--- src/rtl/mdu_pkg.sv ---
// Shared definitions for the multiply/divide unit: opcodes, FSM encoding and
// small opcode-decode helpers used by the unit, the controller and the execute mux.
package mdu_pkg;

    localparam int MDU_ITERS = 32;

    localparam logic [1:0] OP_MULT  = 2'b00;
    localparam logic [1:0] OP_MULTU = 2'b01;
    localparam logic [1:0] OP_DIV   = 2'b10;
    localparam logic [1:0] OP_DIVU  = 2'b11;

    typedef enum logic [1:0] {
        ST_IDLE = 2'b00,
        ST_CALC = 2'b01,
        ST_FIX  = 2'b10,
        ST_DONE = 2'b11
    } mdu_state_e;

    function automatic logic op_is_div(input logic [1:0] op_code);
        return op_code[1];
    endfunction

    function automatic logic op_is_signed(input logic [1:0] op_code);
        return ~op_code[0];
    endfunction

endpackage

--- src/rtl/mdu_signfix.sv ---
// Conditional two's-complement negate; gives magnitudes at accept and
// restores result signs once the unsigned iteration has finished.
module mdu_signfix #(
    parameter int W = 32
) (
    input  logic [W-1:0] value,
    input  logic         negate,
    output logic [W-1:0] result
);

    assign result = negate ? (~value + {{(W-1){1'b0}}, 1'b1}) : value;

endmodule

--- src/rtl/mul_div_unit.sv ---
// Multi-cycle radix-2 multiply/divide unit (shift-add multiply, restoring divide)
// with a start/busy/done handshake and hi/lo result registers.
module mul_div_unit
    import mdu_pkg::*;
#(
    parameter int WIDTH = MDU_ITERS
) (
    input  logic             clk,
    input  logic             reset,
    input  logic             start,
    input  logic [1:0]       op,
    input  logic [WIDTH-1:0] operand_a,
    input  logic [WIDTH-1:0] operand_b,
    output logic             busy,
    output logic             done,
    output logic [WIDTH-1:0] hi,
    output logic [WIDTH-1:0] lo
);

    localparam int CW = $clog2(WIDTH);

    mdu_state_e         state_r, state_s;
    logic [1:0]         op_r;
    logic [WIDTH-1:0]   opa_r, opb_r, orig_a_r;
    logic [2*WIDTH-1:0] acc_r;
    logic [CW-1:0]      cnt_r;
    logic               neg_res_r, neg_rem_r;
    logic               busy_r, done_r, busy_s, done_s;
    logic [WIDTH-1:0]   hi_r, lo_r;

    logic               accept_s, last_s, a_neg_s, b_neg_s, div_zero_s, div_ok_s;
    logic [WIDTH-1:0]   abs_a_s, abs_b_s, quo_fix_s, rem_fix_s, new_rem_s;
    logic [WIDTH-1:0]   fix_hi_s, fix_lo_s;
    logic [2*WIDTH-1:0] prod_fix_s;
    logic [WIDTH:0]     mul_sum_s, div_shift_s, div_trial_s;

    assign accept_s   = start && ((state_r == ST_IDLE) || (state_r == ST_DONE));
    assign last_s     = (cnt_r == CW'(WIDTH - 1));
    assign a_neg_s    = op_is_signed(op) & operand_a[WIDTH-1];
    assign b_neg_s    = op_is_signed(op) & operand_b[WIDTH-1];
    assign div_zero_s = (opb_r == {WIDTH{1'b0}});

    mdu_signfix #(.W(WIDTH))   u_abs_a    (.value(operand_a), .negate(a_neg_s), .result(abs_a_s));
    mdu_signfix #(.W(WIDTH))   u_abs_b    (.value(operand_b), .negate(b_neg_s), .result(abs_b_s));
    mdu_signfix #(.W(2*WIDTH)) u_fix_prod (.value(acc_r), .negate(neg_res_r), .result(prod_fix_s));
    mdu_signfix #(.W(WIDTH))   u_fix_quo  (.value(acc_r[WIDTH-1:0]), .negate(neg_res_r), .result(quo_fix_s));
    mdu_signfix #(.W(WIDTH))   u_fix_rem  (.value(acc_r[2*WIDTH-1:WIDTH]), .negate(neg_rem_r), .result(rem_fix_s));

    // Multiply step: add multiplicand into the upper half when the current multiplier bit is set.
    assign mul_sum_s = {1'b0, acc_r[2*WIDTH-1:WIDTH]}
                     + (opb_r[0] ? {1'b0, opa_r} : {(WIDTH+1){1'b0}});

    // Divide step: remainder lives in acc upper half, quotient bits shift into the lower half.
    assign div_shift_s = {acc_r[2*WIDTH-1:WIDTH], opa_r[WIDTH-1]};
    assign div_trial_s = div_shift_s - {1'b0, opb_r};
    assign div_ok_s    = div_shift_s[WIDTH] | ~div_trial_s[WIDTH];
    assign new_rem_s   = div_ok_s ? div_trial_s[WIDTH-1:0] : div_shift_s[WIDTH-1:0];

    // Sign correction and divide-by-zero substitution applied in FIX.
    always_comb begin
        fix_hi_s = prod_fix_s[2*WIDTH-1:WIDTH];
        fix_lo_s = prod_fix_s[WIDTH-1:0];
        if (op_is_div(op_r)) begin
            if (div_zero_s) begin
                fix_hi_s = orig_a_r;
                fix_lo_s = {WIDTH{1'b1}};
            end else begin
                fix_hi_s = rem_fix_s;
                fix_lo_s = quo_fix_s;
            end
        end else begin
            fix_hi_s = prod_fix_s[2*WIDTH-1:WIDTH];
            fix_lo_s = prod_fix_s[WIDTH-1:0];
        end
    end

    // FSM state register.
    always_ff @(posedge clk) begin
        if (reset) begin
            state_r <= ST_IDLE;
        end else begin
            state_r <= state_s;
        end
    end

    // FSM next-state logic.
    always_comb begin
        state_s = state_r;
        case (state_r)
            ST_IDLE: state_s = start ? ST_CALC : ST_IDLE;
            ST_CALC: state_s = last_s ? ST_FIX : ST_CALC;
            ST_FIX:  state_s = ST_DONE;
            ST_DONE: state_s = start ? ST_CALC : ST_IDLE;
            default: state_s = ST_IDLE;
        endcase
    end

    // FSM output decode from the next state so busy/done can be registered.
    always_comb begin
        busy_s = 1'b0;
        done_s = 1'b0;
        case (state_s)
            ST_CALC: busy_s = 1'b1;
            ST_FIX:  busy_s = 1'b1;
            ST_DONE: done_s = 1'b1;
            default: begin
                busy_s = 1'b0;
                done_s = 1'b0;
            end
        endcase
    end

    // Registered handshake outputs.
    always_ff @(posedge clk) begin
        if (reset) begin
            busy_r <= 1'b0;
            done_r <= 1'b0;
        end else begin
            busy_r <= busy_s;
            done_r <= done_s;
        end
    end

    // Operand capture, iteration datapath and hi/lo result registers.
    always_ff @(posedge clk) begin
        if (reset) begin
            op_r      <= 2'b00;
            opa_r     <= {WIDTH{1'b0}};
            opb_r     <= {WIDTH{1'b0}};
            orig_a_r  <= {WIDTH{1'b0}};
            acc_r     <= {(2*WIDTH){1'b0}};
            cnt_r     <= {CW{1'b0}};
            neg_res_r <= 1'b0;
            neg_rem_r <= 1'b0;
            hi_r      <= {WIDTH{1'b0}};
            lo_r      <= {WIDTH{1'b0}};
        end else if (accept_s) begin
            op_r      <= op;
            opa_r     <= abs_a_s;
            opb_r     <= abs_b_s;
            orig_a_r  <= operand_a;
            acc_r     <= {(2*WIDTH){1'b0}};
            cnt_r     <= {CW{1'b0}};
            neg_res_r <= a_neg_s ^ b_neg_s;
            neg_rem_r <= a_neg_s & op_is_div(op);
        end else begin
            case (state_r)
                ST_CALC: begin
                    cnt_r <= cnt_r + CW'(1);
                    if (op_is_div(op_r)) begin
                        acc_r <= {new_rem_s, acc_r[WIDTH-2:0], div_ok_s};
                        opa_r <= {opa_r[WIDTH-2:0], 1'b0};
                    end else begin
                        acc_r <= {mul_sum_s, acc_r[WIDTH-1:1]};
                        opb_r <= {1'b0, opb_r[WIDTH-1:1]};
                    end
                end
                ST_FIX: begin
                    hi_r <= fix_hi_s;
                    lo_r <= fix_lo_s;
                end
                default: begin
                end
            endcase
        end
    end

    assign busy = busy_r;
    assign done = done_r;
    assign hi   = hi_r;
    assign lo   = lo_r;

endmodule

--- config.mk ---
export PLATFORM = sky130hd
export DESIGN_NAME = mul_div_unit
export DESIGN_NICKNAME = d
export VERILOG_FILES = /design/src/rtl/mdu_pkg.sv /design/src/rtl/mdu_signfix.sv /design/src/rtl/mul_div_unit.sv
export SDC_FILE = /design/constraint.sdc
export NUM_CORES = 1
export LEC_CHECK = 0
export ABC_AREA = 1
export CAP_MARGIN = 20
export CORE_MARGIN = 2
export CORE_UTILIZATION = 50
export CTS_CLUSTER_DIAMETER = 150
export DETAILED_ROUTE_END_ITERATION = 7
export GPL_TIMING_DRIVEN = 0
export PLACE_DENSITY = 0.8
export SLEW_MARGIN = 10
export SYNTH_ARGS = -nofsm -noshare
export SYNTH_HDL_FRONTEND = slang
export SYNTH_SLANG_ARGS = --single-unit
--- constraint.sdc ---
create_clock -name clk -period 3.2 [get_ports clk]
set_clock_uncertainty 0.1 [all_clocks]
set_input_delay 0.96 -clock clk [delete_from_list [all_inputs] [get_ports clk]]
set_output_delay 0.96 -clock clk [all_outputs]
set_load 0.1 [all_outputs]
* After elaboration in Yosys (flattened, before gate mapping)
Cells that the tools add are included.
** Storage, ports and cells
- Flip-flop bits (word level) :: 237
- Input port bits :: 69
- Output and inout bits :: 66
- Logic and storage cells :: 77
** Cells by class
- Eq/ne operators :: 8
- Mux-type cells :: 23
- $add $sub $neg :: 8
- Reductions and logical operators :: 12
- Bitwise gates (word level) :: 13
** Operator list (count)
- 32-bit two-way mux :: 16
- 32-bit by 1-bit adder with 32-bit output, second input constant :: 4
- 64-bit two-way mux :: 2
- 32-bit inverter :: 4
- 64-bit by 1-bit adder with 64-bit output, second input constant :: 1
- 64-bit inverter :: 1
- 32-bit by 32-bit adder with 33-bit output :: 1
- 33-bit by 32-bit subtractor with 33-bit output :: 1
- 32-bit zero test :: 1
- 2-bit equality test, second input constant :: 4
- 2-bit case mux with 3 select lines :: 1
- 2-bit AND reduction :: 3
- 2-bit OR reduction :: 3
- 5-bit by 1-bit adder with 5-bit output, second input constant :: 1
- 5-bit equality test, second input constant :: 1
- 2-bit by 1-bit equality test with 1-bit output, second input constant :: 2
- 2-bit nonzero test :: 2
- 1-bit AND :: 3
- 1-bit two-way mux :: 3
- 1-bit inverter :: 3
- 2-bit zero test :: 1
- 2-bit two-way mux :: 1
- 2-bit by 1-bit inequality test with 1-bit output, second input constant :: 1
- 1-bit logical AND :: 1
- other kinds (3) :: 3

* Logic depth before layout (Yosys ltp)
Gate-level depths: netlist of the first run.
- Depth after elaboration :: 6
- Mapped depth :: 19
- Depth with buffers taken out :: 17

* By module
Synthesis of the first run repeated with hierarchy kept, for this count alone.
** Unflattened totals
- Cells, all modules :: 3993
- Area, all modules :: 22701.8 um^2
** By module, submodules not included
- mul_div_unit :: cells each 2587, sequential area each 4724.5 um^2, times used 1, area an instance 15801.4 um^2
- mdu_signfix (u_abs_a ...) :: cells each 227, sequential area each 0.0 um^2, times used 4, area an instance 1108.6 um^2
- mdu_signfix (u_fix_prod) :: cells each 498, sequential area each 0.0 um^2, times used 1, area an instance 2466.1 um^2

* Worst setup path after synthesis of the first run
Ideal clock, no wire load.
- Path kind :: register to register
- Start point :: reg opb_r[0]
- End point :: reg acc_r[61]
- Data required time :: 2991 ps
- Setup time :: 109 ps
- Stages on the path, launching flop included :: 20
- Buffers on the path :: 2
- Slack :: 654 ps
- Clock period less this slack :: 2546 ps
- Arrival :: 2337 ps
- Cell sequence :: dfxtp_1 > clkbuf_1 > clkbuf_1 > nand2_1 > inv_1 > ha_1 > fa_1 > nand2_1 > o21ai_1 > nand2_1 > nand2_1 > nand2_1 > nand2_1 > nand2_1 > nand2_1 > nand2_1 > nand3_1 > nand3_1 > nand2_1 > inv_1
** Between the ends
- Longest elaborated chain between the ends :: 5
- Elaborated cells on any way between the ends :: 7
- Classes of those cells :: add/sub (2); mux (3); bitwise (2)
** Ends and longest elaborated chain
- start, declared :: RTL line mul_div_unit.sv:24 : logic [WIDTH-1:0] opa_r, opb_r, orig_a_r;
- start signal, assigned :: RTL line mul_div_unit.sv:129 : opb_r <= {WIDTH{1'b0}};
- start signal, assigned :: RTL line mul_div_unit.sv:140 : opb_r <= abs_b_s;
- start signal, assigned :: RTL line mul_div_unit.sv:155 : opb_r <= {1'b0, opb_r[WIDTH-1:1]};
- 33-bit by 32-bit subtractor with 33-bit output :: RTL line mul_div_unit.sv:55 : assign div_trial_s = div_shift_s - {1'b0, opb_r};
- 1-bit inverter :: RTL line mul_div_unit.sv:56 : assign div_ok_s = div_shift_s[WIDTH] | ~div_trial_s[WIDTH];
- 1-bit bitwise OR :: RTL line mul_div_unit.sv:56
- 32-bit two-way mux :: RTL line mul_div_unit.sv:57 : assign new_rem_s = div_ok_s ? div_trial_s[WIDTH-1:0] : div_shift_s[WIDTH-1:0];
- 64-bit two-way mux (*) :: RTL line mul_div_unit.sv:150 : if (op_is_div(op_r)) begin
- end signal, assigned :: RTL line mul_div_unit.sv:142 : acc_r <= {(2*WIDTH){1'b0}};
- end signal, assigned :: RTL line mul_div_unit.sv:151 : acc_r <= {new_rem_s, acc_r[WIDTH-2:0], div_ok_s};
- end signal, assigned :: RTL line mul_div_unit.sv:154 : acc_r <= {mul_sum_s, acc_r[WIDTH-1:1]};
- end, declared :: RTL line mul_div_unit.sv:25 : logic [2*WIDTH-1:0] acc_r;
Mark *: on every way between the ends. The rest lies on a longest branch, timed or not.
A chain may end at the register's enable or synchronous reset.

* Worst setup path in the final report of the first run
- Start point :: in start
- End point :: reg acc_r[26]
** Between the ends
- Longest elaborated chain between the ends :: 2
** Ends and longest elaborated chain
- start, declared :: RTL line mul_div_unit.sv:10 : input logic start,
- 1-bit logical AND :: RTL line mul_div_unit.sv:37 : assign accept_s = start && ((state_r == ST_IDLE) || (state_r == ST_DONE));
- 2-bit OR reduction (no line)
- end signal, assigned :: RTL line mul_div_unit.sv:131 : acc_r <= {(2*WIDTH){1'b0}};
- end signal, assigned :: RTL line mul_div_unit.sv:142
- end signal, assigned :: RTL line mul_div_unit.sv:151
Every way passes these cells.

==> run_results.csv, run 1 <==
group,metric,value,unit
critical_path,crit_start,"start",
synthesis,async_reset_ff_share,0,%
timing,fmax,312.4,MHz
critical_path,rr_worst_depth,14,
floorplanning,coreArea,0.03946,mm²
timing,setup_viol,1,
critical_path,path_delay_family,"buffers and inverters",
critical_path,critical_path_depth,7,
floorplanning,die_area,0.04140,mm²
critical_path,r2r_start,"acc_r[54]",
timing,rsz0062_at_grt,"no",
synthesis,synth_cell_types,64,
drt,drt_pre_antenna_iters,8,
grt,grt_pass1_wl,134300,µm
pwr,leakage,11.05,nW
drt,first_iter_violations,3419,
drt,viasPerCell,5.940,
drt,wl_met2,35980,µm
pwr,power,0.009939,W
clocking,clock_path_buffers,3,
cells_and_area,seqCellArea,0.004727,mm²
clocking,clk_pin_slew_worst_paths,60,ps
clocking,root_buffer,"clkbuf_16",
timing,fin_ws,-1.152,ps
synthesis,synth_area,0.01989,mm²
floorplanning,die_w,203.5,µm
hold_path,holdPathStages,2,
placed_design,dp.cells,4062,
grt,grt-ovfl-total,0,
floorplanning,start_util,50.42,%
pwr,p_per_area,436.8,mW/mm²
run_status,outcome,"finished, violations left",
cells_and_area,nets,3709,
pwr,peakVddDrop,0.3715,mV
cells_and_area,synthToLayoutAreaGrowth,14.38,%
critical_path,worstSetupStartpointType,"input pin",
timing,slew_violations,0,
critical_path,crit_required,3590,ps
drt,wirelength,90660,µm
clocking,cts_buffers,26,
run_status,failed_checks,"DRC, setup timing",
clocking,cts_tree,"yes",
critical_path,r2r_slack,110,ps
timing,fin_crit_sh,100.0,%
critical_path,critPathCapture,"acc_r[26]",
cells_and_area,final_cells,4107,
synthesis,ys.flop_type,"dfxtp_1",
clocking,ctsHoldBuffers,0,
hold_path,hold_path_class,"register to register",
synthesis,synth_area_leaders,"dfxtp_1 24%, nand2_1 17%, inv_1 9.0%",
grt,grt_max_degree,14,
job,max-cap-violations,0,
placed_design,place_ws,-505.2,ps
critical_path,path_cells,"clkdlybuf4s50_1, nand2_1, inv_1, nor2_1, clkbuf_1, o211ai_1, inv_1",
critical_path,crit_type,"input pin to register",
timing,slew_headroom,30.70,%
synthesis,ys_seq_area_share,23.75,%
critical_path,end_kind,"register",
drt,post-route-drc-count,5,
drt,met3_length,12200,µm
grt,grtUsageTotal,42.96,%
synthesis,yosysMostFrequentCell,"nand2_1",
cells_and_area,multi_input_area,0.01275,mm²
synthesis,synth_top_cell_by_area,"dfxtp_1",
critical_path,max_stage_delay,790,ps
critical_path,cpMaxStageDelayCell,"clkbuf_1",
floorplanning,rows,73,
synthesis,synth_seq_cells,236,
drt,top_layer_used,"met5",
placed_design,portBuffers,133,
cells_and_area,drive_gt1_share,4.888,%
synthesis,syn-num-nets,3548,
timing,hold_viol,0,
grt,antenna_found_initial,6,
drt,postRouteAntennaNets,0,
synthesis,synth_commonest_cells,"887 x nand2_1, 477 x inv_1, 326 x nor2_1",
synthesis,syn_area_per_cell,5.844,µm²
placed_design,hpwl,73370,µm
critical_path,crit_buf_inv,4,
floorplanning,num_io_pins,135,
floorplanning,die_h,203.5,µm
critical_path,reg2reg_to,"acc_r[51]",
timing,fin_crit,3201,ps
cells_and_area,n_fill_cell,4198,
critical_path,cp_common_cell,"inv_1",
synthesis,synth_cells,3404,
synthesis,ys_warn_count,0,
critical_path,crit_path_max_fanout,10,
drt,wl_per_cell,22.07,µm
drt,vias,24397,
grt,grt_pass1_vias,22099,
clocking,clkLatencyLatePin,570,ps
synthesis,synth_top_area_share,23.75,%
timing,worst_slew_pin_slew,1036,ps
clocking,cts.sinks,236,
clocking,htreeDepth,1,
critical_path,cp_data_arrival_time,3600,ps
synthesis,synth_edf_count,0,
placed_design,gp_congestion,1.125,
drt,met1_length,36660,µm
flip-flops by register name, summed over array words and instances (netlist names):
name	count
cnt_r	5
acc_r	64
opb_r	32
hi	32
opa_r	32
lo	32
neg_rem_r	1
neg_res_r	1
done	1
state_r	2
busy	1
op_r	1
orig_a_r	32
logic make-up after synthesis:
family	count (synthesis)	share of synthesized area (%)
buf+inv	637	12.38
flops	236	23.75
compound gates	700	19.34
simple gates	1678	36.30
fa+ha+maj	75	4.793
xor+xnor	78	3.434
worst min path at each step:
| stage | startpoint | slack (ps) | end |
|---|---|---|---|
| after floorplan | orig_a_r[18] | 310 | orig_a_r[18] |
| final | orig_a_r[18] | 350 | orig_a_r[18] |
| after CTS | orig_a_r[18] | 350 | orig_a_r[18] |
| after global routing | orig_a_r[18] | 370 | orig_a_r[18] |
| after detailed placement | orig_a_r[18] | 340 | orig_a_r[18] |
| after global placement | orig_a_r[20] | 320 | orig_a_r[20] |
power by group:
group,switching (W),internal [W]
Combinational,0.00260,0.00109
Clock,0.00132,0.00162
Sequential,0.000221,0.00309
Total,0.00414,0.00580
per-layer routing:
metal,vias to the layer above,GRT usage (%)
li1,11401,-
met1,10896,58.17
met2,1738,62.30
met3,352,11.11
met4,10,22.86
met5,-,0
cell type report:
| type | count | share of cell area, % |
|---|---|---|
| multi-input combinational | 2531 | 56.03 |
| sequential | 236 | 20.77 |
| inverter | 498 | 8.243 |
| timing repair buffer | 134 | 5.884 |
| clock buffer | 35 | 3.272 |
| tap | 525 | 2.887 |
| buffer | 138 | 2.623 |
| clock inverter | 8 | 0.2639 |
| antenna | 2 | 0.02199 |
per-stage QoR:
stage               hold WS, ps  TNS (ps)  cell area [µm²]  util [%]
CTS                       349.6         0            22700     57.53
global placement          323.9    -34530            21880     55.45
floorplan                 313.6         0            19890         -
detailed placement        336.4    -30930            21880     55.45
finish                    348.9    -1.152            22750     57.67
global route              366.3         0            22750     57.65
worst min-delay path, stage by stage, from the launching register on:
cell     delay (ps)
dfxtp_1         320
nand2_1          50
nand2_1          50
cells in the final DEF, fill, tap and decap left out, types with 22 or more instances in the layout:
cell	n
nor2_1	326
inv_1	476
o21ai_1	32
nand3b_1	24
clkbuf_1	84
a31oi_1	22
ha_1	72
nand3_1	262
nor3_1	36
dfxtp_1	234
nand2_1	887
nand4_1	54
clkbuf_16	26
a21oi_1	275
o211ai_1	55
buf_2	22
clkdlybuf4s50_1	133
xor2_1	64
o21ai_0	254
buf_1	22
what timing repair did:
action                                  4_1_cts  5_1_grt
gates resized for setup                       4       20
endpoints found under the setup margin       32       35
setup buffers                                 1        0
Note: power is estimated with default switching activity, not from simulation.
==> inputs of run 2 (changes only) <==
- CTS_BUF_LIST: default -> sky130_fd_sc_hd__clkbuf_16
==> run_results.csv, run 2 (synthesized netlist as in run 1, its figures left out) <==
group,metric,value,unit
timing,holdWs,342.6,ps
cells_and_area,final_cell_area,0.02269,mm²
cells_and_area,seqCellArea,0.004727,mm²
drt,wl_per_cell,22.01,µm
timing,rsz0062_at_grt,"no",
drt,vias,24281,
cells_and_area,nets,3709,
critical_path,worstSetupStartpointType,"input pin",
drt,wirelength,90410,µm
floorplanning,die_h,203.5,µm
drt,viasPerCell,5.912,
floorplanning,start_util,50.42,%
grt,grt_pass1_vias,22067,
critical_path,crit_type,"input pin to register",
cells_and_area,synthToLayoutAreaGrowth,14.06,%
timing,setup_tns,-2.767,ps
floorplanning,coreArea,0.03946,mm²
cells_and_area,multi_input_area,0.01274,mm²
timing,fmax,312.2,MHz
timing,fin_ws,-2.767,ps
clocking,cts_tree,"yes",
critical_path,max_stage_delay,720,ps
cells_and_area,final_cell_mix,"887 x nand2_1, 479 x inv_1, 326 x nor2_1, 275 x a21oi_1, 263 x nand3_1",
clocking,htreeDepth,1,
drt,post-route-drc-count,0,
drt,first_iter_violations,3398,
placed_design,portBuffers,133,
timing,worst_slew_pin_slew,1019,ps
placed_design,hpwl,73370,µm
grt,antenna_found_initial,5,
pwr,p_per_area,430.3,mW/mm²
timing,setup_viol,1,
grt,grtUsageTotal,42.96,%
pwr,peakVddDrop,0.3683,mV
timing,fin_crit_sh,100.1,%
timing,fin_crit,3203,ps
pwr,leakage,11.03,nW
critical_path,path_delay_family,"buffers and inverters",
cells_and_area,largest_reg_flops,64,
critical_path,end_kind,"register",
run_status,failed_checks,"setup timing",
clocking,ctsHoldBuffers,0,
floorplanning,die_w,203.5,µm
timing,slew_violations,0,
floorplanning,num_io_pins,135,
critical_path,crit_path_max_fanout,10,
floorplanning,rows,73,
grt,grt_max_degree,14,
clocking,cts.sinks,236,
floorplanning,die_area,0.04140,mm²
timing,slew_headroom,31.83,%
critical_path,path_cells,"clkbuf_1, inv_1, clkbuf_1, clkbuf_1, o221ai_1, inv_1",
job,max-cap-violations,0,
cells_and_area,final_common_cell,"nand2_1",
timing,hold_viol,0,
cells_and_area,largest_register,"acc_r",
cells_and_area,final_cells,4107,
cells_and_area,n_fill_cell,4210,
clocking,clk_pin_slew_worst_paths,50,ps
critical_path,cpMaxStageDelayCell,"clkbuf_1",
grt,grt-ovfl-total,0,
hold_path,hold_path_class,"register to register",
run_status,outcome,"finished, violations left",
placed_design,post_dp_cell_area,0.02188,mm²
critical_path,crit_required,3580,ps
placed_design,gp_congestion,1.125,
clocking,cts_buffers,26,
cells_and_area,drive_gt1_share,4.693,%
critical_path,cp_data_arrival_time,3590,ps
clocking,clkLatencyLatePin,570,ps
grt,grt_pass1_wl,134200,µm
placed_design,dp.cells,4062,
drt,postRouteAntennaNets,0,
critical_path,crit_buf_inv,5,
clocking,clock_path_buffers,3,
critical_path,cp_common_cell,"clkbuf_1",
clocking,root_buffer,"clkbuf_16",
drt,drt_pre_antenna_iters,8,
-- run 2: final timing paths --
| kind | slack, ps | startpoint | to | cells after the start |
|---|---|---|---|---|
| min | 340 | orig_a_r[18] | orig_a_r[18] | 2 |
| min reg2reg | 340 | orig_a_r[18] | orig_a_r[18] | 2 |
| max reg2reg | 110 | opb_r[0] | acc_r[53] | 17 |
| max | -3 | reset | neg_res_r | 6 |
-- run 2: what timing repair did --
action,in CTS,in global routing
setup buffers,1,0
cloned,0,0
setup endpoints to repair,32,35
resized for setup,4,19
-- run 2: metrics by stage --
stage | total power, W | worst slack (ps) | util (%)
4_1_cts | 0.009574 | 19.82 | 57.38
2_1_floorplan | 0.005643 | 653.9 | -
6_report | 0.009763 | -2.767 | 57.50
3_5_place_dp | 0.006849 | -505.2 | 55.45
5_1_grt | 0.01016 | 7.876 | 57.49
3_3_place_gp | 0.006851 | -561.2 | 55.45
-- run 2: final cells by class --
class / count / area share, %
inverter: 498 / 8.266
clock inverter: 17 / 0.4136
timing repair buffer: 134 / 5.900
buffer: 138 / 2.630
antenna: 2 / 0.02206
tap: 525 / 2.895
sequential: 236 / 20.83
multi-input combinational: 2531 / 56.17
clock buffer: 26 / 2.868
-- run 2: where the power goes --
part           switching, W  internal [W]  total (W)
Sequential         0.000221       0.00309    0.00331
Clock               0.00131       0.00147    0.00277
Combinational       0.00259       0.00109    0.00368
Total               0.00411       0.00565    0.00976
-- run 2: per-layer routing --
metal | up-vias | wire (µm) | global-route usage (%)
met5 | - | 70 | 0
met4 | 6 | 5711 | 22.63
met3 | 346 | 11760 | 11.12
met2 | 1608 | 35780 | 62.40
met1 | 10911 | 37080 | 58.17
li1 | 11410 | - | -
-- run 2: worst reg2reg max path, stage by stage, from the launching register on --
cell	delay [ps]
dfxtp_2	460
clkbuf_4	250
nand2_1	140
inv_1	90
ha_2	250
fa_1	240
nand2_1	120
o21ai_4	210
nand2_1	70
nand2_1	130
nand2_1	110
nand2_1	140
nand2_1	80
nand3b_1	80
nand3_1	220
nand3_1	230
nand2_1	60
inv_1	50
